==> src/rtl/pixel_quantizer_loader.sv <==
// rtl/pixel_quantizer_loader.sv - streams one 64x64 frame into the 6-bit feature memory.
// Define PIX_QUANT_ROUND_EN for round-to-nearest quantization (default: truncate).
module pixel_quantizer_loader #(
    parameter int PIX_W  = 8,
    parameter int Q_W    = 6,
    parameter int ADDR_W = 12,
    parameter int DEPTH  = 4096
) (
    input  logic              clk,
    input  logic              rst_n,
    input  logic              start,
    input  logic              pix_valid,
    input  logic [PIX_W-1:0]  pix_data,
    output logic              pix_ready,
    output logic              mem_we,
    output logic [ADDR_W-1:0] mem_addr,
    output logic [Q_W-1:0]    mem_wdata,
    output logic              busy,
    output logic              done
);

    typedef enum logic [1:0] {S_IDLE, S_LOAD, S_FLUSH, S_DONE} state_t;

    localparam int SH = PIX_W - Q_W;
    localparam logic [ADDR_W:0] LAST  = (ADDR_W+1)'(DEPTH - 1);
    localparam logic [PIX_W:0]  Q_MAX = (PIX_W+1)'((1 << Q_W) - 1);
`ifdef PIX_QUANT_ROUND_EN
    localparam logic [PIX_W:0]  RND   = (PIX_W+1)'(1 << (SH - 1));
`else
    localparam logic [PIX_W:0]  RND   = '0;
`endif

    state_t            state_q, state_d;
    logic [ADDR_W:0]   cnt_q, cnt_d;
    logic              mem_we_q, mem_we_d;
    logic [ADDR_W-1:0] mem_addr_q, mem_addr_d;
    logic [Q_W-1:0]    mem_wdata_q, mem_wdata_d;
    logic              busy_q, busy_d;
    logic              done_q, done_d;

    // One extra sum bit so the rounding offset can carry past the top; saturate back to Q_W.
    logic [PIX_W:0]    q_sum;
    logic [PIX_W:0]    q_shr;
    logic [Q_W-1:0]    q_val;

    assign q_sum = {1'b0, pix_data} + RND;
    assign q_shr = q_sum >> SH;
    assign q_val = (q_shr > Q_MAX) ? Q_MAX[Q_W-1:0] : q_shr[Q_W-1:0];

    assign pix_ready = (state_q == S_LOAD);
    assign mem_we    = mem_we_q;
    assign mem_addr  = mem_addr_q;
    assign mem_wdata = mem_wdata_q;
    assign busy      = busy_q;
    assign done      = done_q;

    always_comb begin
        state_d     = state_q;
        cnt_d       = cnt_q;
        mem_we_d    = 1'b0;
        mem_addr_d  = mem_addr_q;
        mem_wdata_d = mem_wdata_q;
        busy_d      = busy_q;
        done_d      = 1'b0;
        case (state_q)
            S_IDLE: begin
                cnt_d = '0;
                if (start) begin
                    state_d = S_LOAD;
                    busy_d  = 1'b1;
                end
            end
            S_LOAD: begin
                if (pix_valid) begin
                    mem_we_d    = 1'b1;
                    mem_addr_d  = cnt_q[ADDR_W-1:0];
                    mem_wdata_d = q_val;
                    cnt_d       = cnt_q + 1'b1;
                    if (cnt_q == LAST) state_d = S_FLUSH;
                end
            end
            S_FLUSH: begin
                state_d = S_DONE;
                done_d  = 1'b1;
            end
            S_DONE: begin
                state_d = S_IDLE;
                busy_d  = 1'b0;
            end
            default: state_d = S_IDLE;
        endcase
    end

    always_ff @(posedge clk or negedge rst_n) begin
        if (!rst_n) begin
            state_q     <= S_IDLE;
            cnt_q       <= '0;
            mem_we_q    <= 1'b0;
            mem_addr_q  <= '0;
            mem_wdata_q <= '0;
            busy_q      <= 1'b0;
            done_q      <= 1'b0;
        end else begin
            state_q     <= state_d;
            cnt_q       <= cnt_d;
            mem_we_q    <= mem_we_d;
            mem_addr_q  <= mem_addr_d;
            mem_wdata_q <= mem_wdata_d;
            busy_q      <= busy_d;
            done_q      <= done_d;
        end
    end

endmodule

==> config.mk <==
export PLATFORM = sky130hd
export DESIGN_NAME = pixel_quantizer_loader
export DESIGN_NICKNAME = d
export VERILOG_FILES = /design/src/rtl/pixel_quantizer_loader.sv
export SDC_FILE = /design/constraint.sdc
export NUM_CORES = 1
export LEC_CHECK = 0
export CAP_MARGIN = 10
export CORE_MARGIN = 3
export CORE_UTILIZATION = 50
export DETAILED_ROUTE_END_ITERATION = 12
export HOLD_SLACK_MARGIN = 0.08
export PLACE_DENSITY = 0.78
export SYNTH_ARGS = -nofsm -noshare
export SYNTH_HDL_FRONTEND = slang
export SYNTH_SLANG_ARGS = --single-unit
==> constraint.sdc <==
create_clock -name clk -period 2.22 [get_ports clk]
set_input_delay 0.666 -clock clk [delete_from_list [all_inputs] [get_ports clk]]
set_output_delay 0.666 -clock clk [all_outputs]
set_load 0.05 [all_outputs]
==> results_dict.tcl <==
set metrics [dict create \
    postPlaceCellArea_um2 2009 \
    grt_pass1_vias 1196 \
    maxSlewViolCount 0 \
    cts_tree "done" \
    holdWs_ns 0.4775 \
    path_class "reg -> out" \
    coreArea_um2 2900 \
    syn_area_um2 1592 \
    stdcell_count 248 \
    dr.max_layer_used "met4" \
    vias 1268 \
    clockRootBuffer "clkbuf_4" \
    gp_congestion 0.7292 \
    cts-htree-levels 2 \
    max_freq_ghz 0.4621 \
    die_height_um 62.42 \
    antenna_found_initial 0 \
    synth.ff_latch_count 36 \
    status "completed" \
    die_w_um 62.42 \
    pwr_density_cell_nw_per_um2 944.9 \
    wl_met2_um 1596 \
    hold_buffers 0 \
    hp-start "mem_addr[8]" \
    r2r_setup_slack_ns 0.17 \
    ys_warn_count 0 \
    place_inst 240 \
    avgRoutedWirePerCell_um 12.99 \
    nFillCells 243 \
    slowest_stage "clkdlybuf4s50_1" \
    grt_max_degree 37 \
    n_antenna_cell 0 \
    ant_nets 0 \
    cp.arrival_ns 1.50 \
    hpwlAfterDp_um 2300 \
    slowest_delay_ns 0.80 \
    layout.nets 223 \
    numCtsBuffers 5 \
    end_kind "output port" \
    final_area_um2 2121 \
    hold_viol 0 \
    worstPathCellList "clkdlybuf4s50_1" \
    clock_skew_ns 0.002978 \
    tightest_slew_ns 0.5177 \
    synthCells 164 \
    post-route-min-period_ns 2.164 \
    grt.overflow.total 0 \
    clockBufferDepth 2 \
    cp-start-kind "flip-flop" \
    start_util_pct 54.87 \
    clk_latency_ns 0.34 \
    portBuffers 31 \
    r2r_start "state_q[1]" \
    worstReg2RegEnd "state_q[1]" \
    synth_cell_type_count 28 \
    utilization_pct 73.12 \
    fin_crit_sh_pct 97.49 \
    track_usage_pct 18.16 \
    drc 0 \
    dieArea_um2 3896 \
    vdd_drop_max_v 0.0009561 \
    cap_violations 0 \
    area_growth_syn_to_layout_pct 33.25 \
    ys_seq_area_share_pct 56.60 \
    wl_um 3222 \
    num_rows 19 \
    post_cts_resized 0 \
    hold_class "reg -> reg" \
    first_pass_iters 5 \
    ios 34 \
    cp.required_ns 1.55 \
    syn_avg_cell_area_um2 9.704 \
    wl_met1_um 1408 \
    critPathMaxFanout 2 \
    cp_num_buf_inv 1 \
    setup_violations 0 \
    viasPerCell 5.113 \
    power.total_w 0.002004 \
    drive_gt1_share_pct 10.68 \
    power.leakage_nw 1.213 \
    cts_num_sinks 36 \
    grt_first_pass_wirelength_um 5602 \
    crit_family "buffers and inverters" \
    relSlewSlack_pct 65.43 \
    hold_depth 2 \
    cts.clk_slew.worst_paths_ns 0.10 \
    drt_first_iter_violations 39 \
    rr_worst_depth 6 \
    wl_met3_um 158 \
    postCtsSetupRepairBufs 0 \
    whs_endpoint "mem_addr[8]" \
    synth_nets 182 \
]
-- how the worst max path moves through the flow --
| stage | end | start | cells after the start | slack, ns |
|---|---|---|---|---|
| finish | mem_addr[11] | mem_addr[11] | 1 | 0.06 |
| global route | mem_wdata[5] | mem_wdata[5] | 1 | -0.001 |
| CTS | busy | busy | 1 | 0.002 |
| detailed placement | state_q[1] | start | 5 | -0.13 |
| global placement | state_q[1] | start | 5 | -0.12 |
| floorplan | cnt_q[9] | state_q[1] | 6 | 0.23 |
-- cell type report --
cell class | count | area (µm²) | share of cell area [%]
Clock buffer | 6 | 41.29 | 1.947
Timing Repair Buffer | 40 | 422.9 | 19.94
Multi-Input combinational cell | 119 | 656.9 | 30.97
Sequential cell | 36 | 900.9 | 42.48
Tap cell | 42 | 52.55 | 2.478
Clock inverter | 2 | 35.03 | 1.652
Inverter | 3 | 11.26 | 0.5310
-- cells by family (layout without fill, tap and decap cells) --
family | count (synthesis) | after routing | share of synthesized area [%]
mux | 6 | 6 | 4.088
buf+inv | 9 | 51 | 2.122
fa+ha+maj | 6 | 6 | 4.717
simple gates | 89 | 89 | 24.61
compound gates | 17 | 17 | 7.311
xor+xnor | 1 | 1 | 0.5504
flops | 36 | 36 | 56.60
-- sequential cells by signal, indices dropped and copies added (netlist names) --
register / count
busy: 1
cnt_q: 13
done: 1
mem_addr: 12
mem_wdata: 6
mem_we: 1
state_q: 2
-- per-stage QoR --
step | setup TNS, ns | setup slack (ns)
after floorplan | 0 | 0.2347
after global placement | -0.1879 | -0.1213
after detailed placement | -0.2063 | -0.1305
after CTS | 0 | 0.001919
after global routing | -0.001260 | -0.001260
final | 0 | 0.05578
-- power by group --
| group | total, W | switching (W) | internal [W] |
|---|---|---|---|
| Sequential | 0.000895 | 0.000114 | 0.000781 |
| Combinational | 0.000663 | 0.000442 | 0.000222 |
| Clock | 0.000446 | 0.000210 | 0.000236 |
-- cell usage in the layout, fill, tap and decap left out, drive strengths merged, types with 2 or more instances in the layout --
master and count:
clkbuf 6, nor3 3, mux2i 5, buf 10, o211ai 2, o31ai 2, nand3 3, clkdlybuf4s50 16
nand4 4, ha 6, nor2 7, a21oi 2, dfrtp 36, dlymetal6s2s 14, nor2b 2, nand2 67
inv 3, o21ai 5
-- synthesized netlist by cell type --
cell      instances  area [µm²]
nand2_1          67       251.5
dfrtp_1          36       900.9
nor2_1            7       26.28
clkbuf_1          6       22.52
ha_1              6       75.07
mux2i_1           5       50.05
o21ai_0           5       25.02
inv_1             3       11.26
nand3_1           3       15.01
nor3_1            3       15.01
a21oi_1           2       10.01
nand4_1           2       12.51
nor2b_1           2       12.51
o211ai_1          2       15.01
o31ai_1           2       15.01
a22o_1            1       8.760
a31o_2            1       8.760
a31oi_1           1       6.260
and4_1            1       8.760
mux2_4            1       15.01
nand2b_1          1       6.260
nand4_2           1       12.51
nand4_4           1       21.27
o22a_2            1       10.01
o311ai_0          1       8.760
o41ai_1           1       8.760
or4b_1            1       10.01
xnor2_1           1       8.760
-- metal layers --
metal	vias up	track usage, %
met5	-	0
met4	0	8.264
met2	30	29.43
li1	628	-
met3	7	4.856
met1	603	22.71
Note: power is estimated with default switching activity, not from simulation.
